## src/rtl/cycle_sequencer.sv

```systemverilog
// Multi-cycle CPU control sequencer: FETCH/DECODE/MEM/WB with phase skipping, memory wait states and a watchdog.
// Optional build macro CYCLE_SEQUENCER_SKIP_COUNT_EN adds the annulled-instruction counter output 'skipped'.
module cycle_sequencer #(
    parameter int MAX_WAIT = 15,
    parameter int COUNT_W  = 32
) (
    input  logic               clk,
    input  logic               rst,
    input  logic               run,
    input  logic               execute_flag,
    input  logic               is_mem_op,
    input  logic               is_load,
    input  logic               wb_needed,
    input  logic               mem_ready,
    output logic               instruction_en,
    output logic               read_en,
    output logic               ldr_str_en,
    output logic               write_en,
    output logic               pc_en,
    output logic [2:0]         state,
    output logic [COUNT_W-1:0] retired,
`ifdef CYCLE_SEQUENCER_SKIP_COUNT_EN
    output logic [COUNT_W-1:0] skipped,
`endif
    output logic               bus_error
);

    localparam logic [2:0] S_IDLE   = 3'd0;
    localparam logic [2:0] S_FETCH  = 3'd1;
    localparam logic [2:0] S_DECODE = 3'd2;
    localparam logic [2:0] S_MEM    = 3'd3;
    localparam logic [2:0] S_WB     = 3'd4;
    localparam logic [2:0] S_HALT   = 3'd5;

    localparam logic [7:0] WAIT_LIMIT = 8'(MAX_WAIT);

    logic [2:0]         r_state;
    logic [2:0]         w_next;
    logic [2:0]         w_after_retire;
    logic [7:0]         r_wait;
    logic [7:0]         w_wait_inc;
    logic [COUNT_W-1:0] r_retired;
    logic               r_bus_error;
    logic               w_retire;
    logic               w_annul;
    logic               w_waiting;
    logic               w_timeout;

    assign w_wait_inc     = r_wait + 8'd1;
    assign w_waiting      = ((r_state == S_FETCH) || (r_state == S_MEM)) && !mem_ready;
    // The timeout fires on the MAX_WAIT-th consecutive waiting cycle; mem_ready in that cycle still wins.
    assign w_timeout      = w_waiting && (w_wait_inc == WAIT_LIMIT);
    assign w_after_retire = run ? S_FETCH : S_IDLE;

    // Next-state selection and retire/annul detection
    always_comb begin
        w_next   = r_state;
        w_retire = 1'b0;
        w_annul  = 1'b0;
        case (r_state)
            S_IDLE: begin
                if (run) begin
                    w_next = S_FETCH;
                end else begin
                    w_next = S_IDLE;
                end
            end
            S_FETCH: begin
                if (mem_ready) begin
                    w_next = S_DECODE;
                end else if (w_timeout) begin
                    w_next = S_HALT;
                end else begin
                    w_next = S_FETCH;
                end
            end
            S_DECODE: begin
                if (!execute_flag) begin
                    w_retire = 1'b1;
                    w_annul  = 1'b1;
                    w_next   = w_after_retire;
                end else if (is_mem_op) begin
                    w_next = S_MEM;
                end else if (wb_needed) begin
                    w_next = S_WB;
                end else begin
                    w_retire = 1'b1;
                    w_next   = w_after_retire;
                end
            end
            S_MEM: begin
                if (mem_ready) begin
                    if (is_load) begin
                        w_next = S_WB;
                    end else begin
                        w_retire = 1'b1;
                        w_next   = w_after_retire;
                    end
                end else if (w_timeout) begin
                    w_next = S_HALT;
                end else begin
                    w_next = S_MEM;
                end
            end
            S_WB: begin
                w_retire = 1'b1;
                w_next   = w_after_retire;
            end
            S_HALT: begin
                w_next = S_HALT;
            end
            default: begin
                w_next = S_IDLE;
            end
        endcase
    end

    // State, wait counter, retire counter and sticky bus error
    always_ff @(posedge clk or posedge rst) begin
        if (rst) begin
            r_state     <= S_IDLE;
            r_wait      <= 8'd0;
            r_retired   <= '0;
            r_bus_error <= 1'b0;
        end else begin
            r_state <= w_next;
            if (w_waiting && (w_next == r_state)) begin
                r_wait <= w_wait_inc;
            end else begin
                r_wait <= 8'd0;
            end
            if (w_retire) begin
                r_retired <= r_retired + COUNT_W'(1);
            end else begin
                r_retired <= r_retired;
            end
            if (w_timeout) begin
                r_bus_error <= 1'b1;
            end else begin
                r_bus_error <= r_bus_error;
            end
        end
    end

`ifdef CYCLE_SEQUENCER_SKIP_COUNT_EN
    logic [COUNT_W-1:0] r_skipped;

    // Annulled-instruction counter
    always_ff @(posedge clk or posedge rst) begin
        if (rst) begin
            r_skipped <= '0;
        end else if (w_annul) begin
            r_skipped <= r_skipped + COUNT_W'(1);
        end else begin
            r_skipped <= r_skipped;
        end
    end

    assign skipped = r_skipped;
`else
    logic w_annul_unused;
    assign w_annul_unused = w_annul;
`endif

    assign state          = r_state;
    assign instruction_en = (r_state == S_FETCH);
    assign read_en        = (r_state == S_DECODE);
    assign ldr_str_en     = (r_state == S_MEM);
    assign write_en       = (r_state == S_WB);
    assign pc_en          = w_retire;
    assign retired        = r_retired;
    assign bus_error      = r_bus_error;

endmodule
```

## config.mk

```make
export PLATFORM = sky130hd
export DESIGN_NAME = cycle_sequencer
export DESIGN_NICKNAME = d
export VERILOG_FILES = /design/src/rtl/cycle_sequencer.sv
export SDC_FILE = /design/constraint.sdc
export NUM_CORES = 1
export LEC_CHECK = 0
export BUFFER_PORTS_ARGS = -buffer_cell sky130_fd_sc_hd__clkbuf_2
export CAP_MARGIN = 20
export CORE_ASPECT_RATIO = 1.5
export CORE_MARGIN = 2
export CORE_UTILIZATION = 55
export CTS_BUF_LIST = sky130_fd_sc_hd__clkbuf_8
export DETAILED_ROUTE_END_ITERATION = 10
export PLACE_DENSITY = 0.8
export SYNTH_ARGS = -nofsm -noshare
export SYNTH_HDL_FRONTEND = slang
export SYNTH_SLANG_ARGS = --single-unit
```

## constraint.sdc

```tcl
create_clock -name clk -period 2.4 [get_ports clk]
set_clock_uncertainty 0.15 [all_clocks]
set_input_delay 0.48 -clock clk [delete_from_list [all_inputs] [get_ports clk]]
set_output_delay 0.48 -clock clk [all_outputs]
set_load 0.1 [all_outputs]
```

### Word level (Yosys, flattened, before mapping)

Index checks and enable logic that the tools add are counted.
Widths: inputs -> output; s select.

* flip-flop bits (word level): 44
* input port bits: 8
* output and inout port bits: 41
* logic and storage cells: 37

* $add $sub $neg: 2
* eq/ne operators: 7
* mux-type cells: 17
* reduce and logical (&&, ||, !) cells: 7

Operators by type and width (count)
* $add 32x1->32 const B: 1
* $mux 3: 8
* $pmux 3 s5: 1
* $add 8x1->8 const B: 1
* $eq 8x4->1 const B: 1
* $mux 8: 1
* $eq 3x2->1 const B: 2
* $eq 3x3->1 const B: 2
* $mux 1: 6
* $eq 3x1->1 const B: 1
* $eq 3x3->1: 1
* $logic_and 1x1->1: 3
* $logic_not 3->1: 1
* $pmux 1 s3: 1
* $reduce_or 2->1: 1
* $logic_not 1->1: 1
* $logic_or 1x1->1: 1

### Longest topological paths before layout

Gate-level depths: netlist (run 1).

* depth in word-level cells: 10
* mapped depth: 8

### Worst setup path after synthesis (run 1)

Ideal clock, no wire load.

* path kind: reg2out
* start point: register r_state[0], in the netlist state[0]
* end point: output instruction_en
* data arrival time: 3483 ps
* required time: 1770 ps
* setup slack: -1713 ps
* cell stages (with the launch flop): 3
* buffers on the path: 1
* cell sequence: dfrtp_1 buf_4 nor3b_1

* longest elaborated chain between the ends: 1

Ends and longest elaborated chain
* start: declaration: RTL line 37 `logic [2:0] r_state;`
* start signal: assignment: RTL line 126 `r_state <= w_next;`
* $eq 3x1->1: RTL line 166 `assign instruction_en = (r_state == S_FETCH);`
* end: declaration: RTL line 15 `output logic instruction_en,`

Every way passes these cells.

### Worst setup path after layout (run 1)

* start point: register r_state[0], in the netlist state[0]
* end point: output pc_en

* longest elaborated chain between the ends: 2
* elaborated cells on any way between the ends: 4
* those cells by class: 3 x eq/ne; 1 x mux

Ends and longest elaborated chain
* $eq 3x3->1 or $eq 3x2->1 (tied branches): RTL line 60 `case (r_state)`
* $pmux 1 s3 (*): RTL line 60
* end: declaration: RTL line 19 `output logic pc_en,`

Every way passes the cells marked *; elsewhere a longest branch is shown, timed or not.

==> impl_metrics.py, run 1 <==
metrics = {
    "status": {
        "status": "completed",
    },
    "sta": {
        "fmax_mhz": 446.9,
        "hold_viol": 0,
        "slew_headroom_pct": 63.02,
        "rsz0062_at_grt": "no",
        "drv_slew": 0,
        "fin_crit_ps": 2238,
        "final.setup.worst_slack_ps": 162.4,
        "finalSetupViolCount": 0,
        "fin_setup_tns_ps": 0,
        "worst_pin_slew_ps": 557.0,
        "finalCritPeriodShare_pct": 93.23,
    },
    "routing": {
        "route.detailed.drc": 0,
        "wl_per_cell_um": 14.49,
        "ant_nets": 0,
        "vias": 1726,
        "drtIter0Drc": 54,
        "vias_per_cell": 5.696,
        "first_pass_iters": 4,
        "wirelength_um": 4391,
    },
    "cells_and_area": {
        "layout-drive-gt1-share_pct": 31.01,
        "flow.area_growth_from_synthesis_pct": 19.30,
        "design_area_mm2": 0.002684,
        "final_cell_mix": "clkbuf_2, dfrtp_1, xnor2_1",
        "num-nets-final": 268,
        "num_antenna_cells": 0,
        "final_common_cell": "clkbuf_2",
        "fillCellCount": 327,
        "final_core_util_pct": 68.40,
    },
    "place": {
        "io_buffer_count": 48,
        "post-place-ws_ps": 369.3,
        "dpl_cell_area_mm2": 0.002591,
        "routabilityCongestion": 0.8017,
        "hpwl_um": 3198,
    },
    "synth": {
        "yosys_most_used_dff": "dfrtp_1",
        "synth_top_area_cell": "dfrtp_1",
        "syn_inst": 207,
        "yosys_warnings": 0,
        "synthDominantCellAreaShare_pct": 48.94,
        "synth-edff-count": 0,
        "syn_area_per_cell_um2": 10.87,
        "synth_nets": 218,
        "synth.distinct_cells": 43,
        "async_reset_ff_share_pct": 100.0,
        "ys_ff_latch": 44,
        "seq_area_frac_synth_pct": 48.94,
        "synthTopCellsByArea": "dfrtp_1, xnor2_1, nand4_1",
        "syn_area_mm2": 0.002250,
    },
    "pwr": {
        "p_seq_share_pct": 36.2,
        "clock_power_share_pct": 18.3,
        "powerDensity_mw_per_mm2": 969.3,
        "finalPower_mw": 2.602,
        "switching_share_pct": 50.00,
        "pwr-share-comb_pct": 45.5,
        "p_int_mw": 1.301,
        "p_leak_nw": 1.289,
        "power_switching_mw": 1.301,
        "vdd_ir_drop_max_mv": 1.529,
    },
    "setup_path": {
        "critical_path_class": "flip-flop to output port",
        "crit_chain": "nand3b_1 -> inv_1 -> a22oi_2 -> nand2_4 -> buf_12",
        "r2r_cells": 5,
        "cp-start-kind": "flip-flop",
        "crit_family": "flip-flops",
        "critical_path.slowest_cell": "dfrtp_4",
        "cp.arrival_ps": 1610,
        "crit_buf_inv": 2,
        "slowest_delay_ps": 550,
        "worstPathMaxFanout": 12,
        "worst-path-stages": 5,
        "crit_required_ps": 1770,
        "critPathCaptureType": "output port",
    },
    "flow_run": {
        "maxCapViolCount": 0,
    },
    "global_route": {
        "grt_pass1_wl_um": 7417,
        "grt_max_degree": 45,
        "grt_pass1_vias": 1678,
        "gr-usage-all-layers_pct": 20.42,
        "grt.overflow.total": 0,
        "antenna_found_initial": 0,
    },
    "floorplanning": {
        "floorplan.die_area_mm2": 0.004629,
        "dieHeight_um": 82.33,
        "die_x_um": 56.22,
        "core_mm2": 0.003924,
        "io_pins": 49,
        "rows": 28,
        "start_util_pct": 57.33,
    },
    "cts": {
        "clockBufferDepth": 2,
        "post_cts_buffers": 0,
        "cts_tree": "done",
        "clk_latency_ps": 300,
        "cts_made_buffers": 5,
        "htreeDepth": 2,
        "postCtsHoldBufs": 0,
        "cts_resized": 0,
        "clkSlewWorstSetupHoldPaths_ps": 80,
        "cts_root_buffer": "clkbuf_8",
        "cts_num_sinks": 44,
    },
    "worst_hold_path": {
        "hold_path.class": "input port to async pin",
    },
}
==> final cells by class <==
| cell class | count | area [um^2] | share of cell area, % |
|---|---|---|---|
| tap | 45 | 56.30 | 2.098 |
| clock buffer | 6 | 82.58 | 3.077 |
| sequential | 44 | 1112 | 41.45 |
| multi-input combinational | 148 | 1112 | 41.45 |
| timing repair buffer | 52 | 287.8 | 10.72 |
| inverter | 6 | 22.52 | 0.8392 |
| clock inverter | 2 | 10.01 | 0.3730 |
==> synth_stat cells, drive strengths merged, types with 3 or more instances <==
cell type and count:
nor2 9, a31oi 4, and3 10, xnor2 29, nand3 11, and2 7, nand3b 3, nor3b 3
nand4 19, inv 6, xor2 10, nor3 5, and4 4, ha 3, nand2 9, buf 6
clkbuf 3, dfrtp 44
==> power by group through the flow <==
stage | sequential [mW] | combinational [mW] | clock (mW)
final | 0.942 | 1.18 | 0.476
after global routing | 0.962 | 1.24 | 0.509
after CTS | 0.943 | 1.19 | 0.493
after detailed placement | 0.958 | 1.19 | 0
after global placement | 0.954 | 1.18 | 0
after floorplan | 1.34 | 0.615 | 0
==> logic make-up (layout without fill, tap and decap cells) <==
family	count (synthesis)	count (layout)	share of synthesized area (%)
AO/OA/AOI/OAI	17	17	5.896
XOR/XNOR	39	39	15.18
adder cells (fa/ha/maj)	3	3	1.669
buffers and inverters	15	66	3.170
flip-flops	44	44	48.94
multiplexers	1	1	0.5005
AND/OR/NAND/NOR	88	88	24.64
==> per-stage QoR <==
stage | cells | hold slack, ps
3_3_place_gp | 295 | 303.2
6_report | 303 | 145.6
2_1_floorplan | 207 | 323.4
5_1_grt | 303 | 203.9
3_5_place_dp | 295 | 308.2
4_1_cts | 303 | 157.6
==> path summary, 6_finish.rpt <==
| kind | start | endpoint | slack, ps |
|---|---|---|---|
| max in group asynchronous | rst | state[1] | 1550 |
| max | state[0] | pc_en | 160 |
| min | rst | state[0] | 150 |
| min in group clk | run | state[0] | 290 |
| max reg2reg | retired[4] | retired[25] | 360 |
| min reg2reg | bus_error | bus_error | 320 |
==> worst min-delay path, cell delays in order <==
cell and delay, ps:
clkbuf_2 80, inv_1 40, buf_4 450
==> metal layers <==
| layer | track usage (%) | vias to the layer above | share of wire, % |
|---|---|---|---|
| met5 | 0 | - | 0 |
| met4 | 7.381 | 0 | 1.4 |
| met1 | 23.61 | 854 | 42 |
| met3 | 4.673 | 6 | 4.2 |
| li1 | - | 832 | - |
| met2 | 37.06 | 34 | 52 |
==> flip-flops by register name, summed over array words and instances (netlist names) <==
register	cells
retired	32
r_wait	8
state	3
bus_error	1
(Power assumes the default switching activity.)
==> inputs of run 2 (changes only) <==
--- a/config.mk
+++ b/config.mk
@@ -10,9 +10,10 @@
 export CORE_ASPECT_RATIO = 1.5
 export CORE_MARGIN = 2
 export CORE_UTILIZATION = 55
-export CTS_BUF_LIST = sky130_fd_sc_hd__clkbuf_8
+export CTS_BUF_LIST = sky130_fd_sc_hd__clkbuf_4
 export DETAILED_ROUTE_END_ITERATION = 10
 export PLACE_DENSITY = 0.8
+export SLEW_MARGIN = 20
 export SYNTH_ARGS = -nofsm -noshare
 export SYNTH_HDL_FRONTEND = slang
 export SYNTH_SLANG_ARGS = --single-unit
==> impl_metrics.py, run 2 (synthesis results as in run 1) <==
metrics = {
    "sta": {
        "fin_crit_ps": 2312,
        "drv_slew": 0,
        "hold_viol": 0,
        "whs_ps": 63.96,
        "fmax_mhz": 432.5,
        "final.setup.worst_slack_ps": 88.05,
        "rsz0062_at_grt": "no",
        "finalSetupViolCount": 0,
        "slew_headroom_pct": 63.12,
        "finalCritPeriodShare_pct": 96.33,
        "worst_pin_slew_ps": 555.5,
    },
    "routing": {
        "route.detailed.drc": 0,
        "first_pass_iters": 6,
        "drtIter0Drc": 81,
        "ant_nets": 0,
        "vias_per_cell": 5.719,
        "vias": 1733,
        "wl_per_cell_um": 14.37,
        "wirelength_um": 4353,
    },
    "place": {
        "post-place-ws_ps": 369.3,
        "dp_cells": 295,
        "hpwl_um": 3198,
        "io_buffer_count": 48,
        "dpl_cell_area_mm2": 0.002591,
        "routabilityCongestion": 0.8017,
    },
    "cts": {
        "post_cts_buffers": 0,
        "htreeDepth": 2,
        "clockBufferDepth": 2,
        "cts_num_sinks": 44,
        "clk_latency_ps": 360,
        "postCtsHoldBufs": 0,
        "cts_tree": "done",
        "cts_resized": 0,
        "clkSlewWorstSetupHoldPaths_ps": 130,
        "cts_root_buffer": "clkbuf_4",
        "cts_made_buffers": 5,
    },
    "cells_and_area": {
        "final_common_cell": "clkbuf_2",
        "flow.area_growth_from_synthesis_pct": 17.46,
        "largest_reg_flops": 32,
        "num_antenna_cells": 0,
        "design_area_mm2": 0.002643,
        "fin_cells": 303,
        "final_cell_mix": "clkbuf_2, dfrtp_1, xnor2_1",
        "num-nets-final": 268,
        "layout-drive-gt1-share_pct": 30.62,
    },
    "pwr": {
        "switching_share_pct": 52.22,
        "pwr-share-comb_pct": 47.9,
        "p_int_mw": 1.179,
        "p_seq_share_pct": 38.2,
        "power_switching_mw": 1.288,
        "clock_power_share_pct": 13.9,
        "p_leak_nw": 1.270,
        "finalPower_mw": 2.467,
        "powerDensity_mw_per_mm2": 933.6,
        "vdd_ir_drop_max_mv": 1.540,
    },
    "global_route": {
        "antenna_found_initial": 0,
        "grt_pass1_vias": 1656,
        "grt.overflow.total": 0,
        "grt_pass1_wl_um": 7348,
        "grt_max_degree": 45,
        "gr-usage-all-layers_pct": 20.28,
    },
    "setup_path": {
        "crit_required_ps": 1770,
        "worstPathMaxFanout": 11,
        "critical_path_class": "flip-flop to output port",
        "cp.arrival_ps": 1680,
        "cp-start-kind": "flip-flop",
        "critPathCaptureType": "output port",
    },
    "floorplanning": {
        "core_mm2": 0.003924,
        "start_util_pct": 57.33,
        "dieHeight_um": 82.33,
        "floorplan.die_area_mm2": 0.004629,
        "die_x_um": 56.22,
        "io_pins": 49,
        "rows": 28,
    },
    "status": {
        "status": "completed",
    },
    "flow_run": {
        "maxCapViolCount": 0,
    },
    "worst_hold_path": {
        "hold_path.class": "input port to async pin",
    },
}
## run 2: cell type report
class	count	area, um^2
inverters	6	22.52
multi-input cells	148	1112
well taps	45	56.30
clock inverters	3	13.76
repair buffers	52	287.8
flip-flops and latches	44	1112
fillers	334	1281
clock buffers	5	37.54
## run 2: worst paths after layout
| kind | from | to | slack [ps] | depth (start not counted) |
|---|---|---|---|---|
| worst max-delay path | state[2] | ldr_str_en | 90 | 3 |
| worst min register to register | bus_error | bus_error | 330 | 1 |
| worst max register to register | retired[11] | retired[25] | 340 | 5 |
| max in group asynchronous | rst | state[1] | 1630 | 3 |
| worst min-delay path | rst | state[0] | 60 | 3 |
| min in group clk | run | state[0] | 210 | 3 |
## run 2: power by group through the flow
stage / logic, mW / registers, mW / clock network (mW)
6_report: 1.18 / 0.941 / 0.343
5_1_grt: 1.24 / 0.962 / 0.375
2_1_floorplan: 0.615 / 1.34 / 0
4_1_cts: 1.19 / 0.943 / 0.358
3_3_place_gp: 1.18 / 0.954 / 0
3_5_place_dp: 1.19 / 0.958 / 0
## run 2: per-layer routing
layer  vias up  global-route usage, %  part of all wire (%)
met5         -                      0                     0
met4         0                  8.095                   1.6
met3         6                  4.673                   4.6
met2        44                  36.12                    52
met1       853                  23.71                    42
li1        830                      -                     -
## run 2: critical path: stages, from the launching register on
cell	delay, ps
dfrtp_4	570
nand3b_1	200
inv_1	100
clkbuf_2	460
## run 2: per-stage QoR
step,TNS [ps],util [%]
2_1_floorplan,-17580,-
3_3_place_gp,0,66.04
3_5_place_dp,0,66.04
4_1_cts,0,67.35
5_1_grt,0,67.35
6_report,0,67.35
==> inputs of run 3 (changes only) <==
--- a/config.mk
+++ b/config.mk
@@ -9,10 +9,11 @@
 export CAP_MARGIN = 20
 export CORE_ASPECT_RATIO = 1.5
 export CORE_MARGIN = 2
-export CORE_UTILIZATION = 55
+export CORE_UTILIZATION = 23
 export CTS_BUF_LIST = sky130_fd_sc_hd__clkbuf_4
 export DETAILED_ROUTE_END_ITERATION = 10
-export PLACE_DENSITY = 0.8
+export PLACE_DENSITY_LB_ADDON = 0.05
+export SETUP_SLACK_MARGIN = 0.05
 export SLEW_MARGIN = 20
 export SYNTH_ARGS = -nofsm -noshare
 export SYNTH_HDL_FRONTEND = slang
==> impl_metrics.py, run 3 (synthesis results as in run 1) <==
metrics = {
    "cts": {
        "clk_latency_ps": 370,
        "htreeDepth": 2,
        "cts_root_buffer": "clkbuf_4",
        "clockBufferDepth": 2,
        "cts_made_buffers": 5,
        "cts_num_sinks": 44,
        "clkSlewWorstSetupHoldPaths_ps": 140,
        "cts_tree": "done",
    },
    "setup_path": {
        "regToRegStartpoint": "retired[4]",
        "cp-start-kind": "flip-flop",
        "crit_start": "state[0]",
        "crit_chain": "nand3b_1 -> inv_1 -> a22oi_2 -> nand2_4 -> buf_12",
        "critPathCaptureType": "output port",
        "slowest_delay_ps": 550,
        "critical_path_class": "flip-flop to output port",
        "crit_required_ps": 1770,
        "cp.arrival_ps": 1640,
        "worstPathMaxFanout": 8,
        "critical_path.slowest_cell": "dfrtp_4",
    },
    "sta": {
        "fin_crit_ps": 2275,
        "finalCritPeriodShare_pct": 94.78,
        "whs_ps": 196.4,
        "hold_viol": 0,
        "worst_pin_slew_ps": 555.2,
        "final.setup.worst_slack_ps": 125.2,
        "drv_slew": 0,
        "slew_headroom_pct": 63.14,
        "finalSetupViolCount": 0,
        "rsz0062_at_grt": "yes",
        "fmax_mhz": 439.6,
    },
    "cells_and_area": {
        "final_common_cell": "clkbuf_2",
        "final_core_util_pct": 30.13,
        "num_antenna_cells": 0,
        "design_area_mm2": 0.002887,
        "num-nets-final": 279,
        "largest_reg_flops": 32,
        "fillCellCount": 1043,
        "flow.area_growth_from_synthesis_pct": 28.31,
        "fin_cells": 384,
        "final_cell_mix": "clkbuf_2, dfrtp_1, xnor2_1",
        "layout-drive-gt1-share_pct": 33.83,
    },
    "floorplanning": {
        "floorplan.die_area_mm2": 0.01060,
        "core_mm2": 0.009579,
        "io_pins": 49,
        "die_x_um": 84.75,
        "start_util_pct": 23.48,
        "rows": 44,
        "dieHeight_um": 125.1,
    },
    "routing": {
        "vias_per_cell": 4.622,
        "ant_nets": 0,
        "first_pass_iters": 4,
        "vias": 1775,
        "drtIter0Drc": 69,
        "wirelength_um": 5853,
        "wl_per_cell_um": 15.24,
        "route.detailed.drc": 0,
    },
    "global_route": {
        "antenna_found_initial": 0,
        "grt.overflow.total": 0,
        "grt_max_degree": 25,
        "gr-usage-all-layers_pct": 11.43,
        "grt_pass1_vias": 1826,
        "grt_pass1_wl_um": 9701,
    },
    "worst_hold_path": {
        "hp-start": "run",
        "hold_path.class": "input port to flip-flop",
    },
    "place": {
        "dpl_cell_area_mm2": 0.002724,
        "post-place-ws_ps": 263.5,
        "hpwl_um": 4218,
        "io_buffer_count": 48,
        "routabilityCongestion": 0.7347,
        "dp_cells": 366,
    },
    "status": {
        "status": "completed",
    },
    "pwr": {
        "p_leak_nw": 1.345,
        "vdd_ir_drop_max_mv": 0.8687,
        "powerDensity_mw_per_mm2": 952.5,
    },
    "flow_run": {
        "maxCapViolCount": 0,
    },
}
==> run 3: cell type report <==
| type | instances | area (um^2) | area share, % |
|---|---|---|---|
| sequential | 44 | 1112 | 38.53 |
| multi-input combinational | 148 | 1112 | 38.53 |
| timing repair buffer | 63 | 415.4 | 14.39 |
| tap | 115 | 143.9 | 4.985 |
| clock buffer | 6 | 45.04 | 1.560 |
| clock inverter | 2 | 35.03 | 1.214 |
| inverter | 6 | 22.52 | 0.7802 |
==> run 3: worst max-delay path: cells and delay by family (launching register included) <==
| kind | cells | cell delay (ps) |
|---|---|---|
| AO/OA/AOI/OAI | 1 | 240 |
| AND/OR/NAND/NOR | 2 | 240 |
| flip-flops | 1 | 550 |
| buffers and inverters | 2 | 250 |
==> run 3: timing repair <==
action | CTS | global route
hold buffers | 1 | 0
endpoints found under the setup margin | 3 | 3
pin swaps | 1 | 4
resized for setup | 2 | 1
hold endpoints to repair | 21 | 0
setup buffers | 1 | 8
==> run 3: power breakdown <==
part / leakage (nW) / switching [mW] / internal, mW / total, mW
Sequential: 0.592 / 0.117 / 0.825 / 0.942
Combinational: 0.707 / 0.984 / 0.328 / 1.31
Clock: 0.0456 / 0.265 / 0.230 / 0.495
==> run 3: final timing paths <==
path	slack (ps)	end	cells past startpoint
worst max-delay path	130	pc_en	5
worst min-delay path	200	state[0]	3
worst min register to register	340	bus_error	1
max in group asynchronous	1040	state[2]	4
min in group asynchronous	520	retired[8]	3
worst max register to register	280	retired[23]	5
==> run 3: metrics by stage <==
step | TNS [ps] | total power, mW
after floorplan | -17580 | 1.959
after global placement | 0 | 2.212
after detailed placement | 0 | 2.212
after CTS | 0 | 2.737
after global routing | 0 | 2.897
final | 0 | 2.749
==> run 3: metal layers <==
metal / track usage [%] / vias to the layer above / part of all wire [%]
li1: - / 858 / -
met1: 14.51 / 863 / 44
met2: 19.27 / 48 / 49
met3: 2.442 / 6 / 4.7
met4: 3.641 / 0 / 1.6
met5: 0 / - / 0
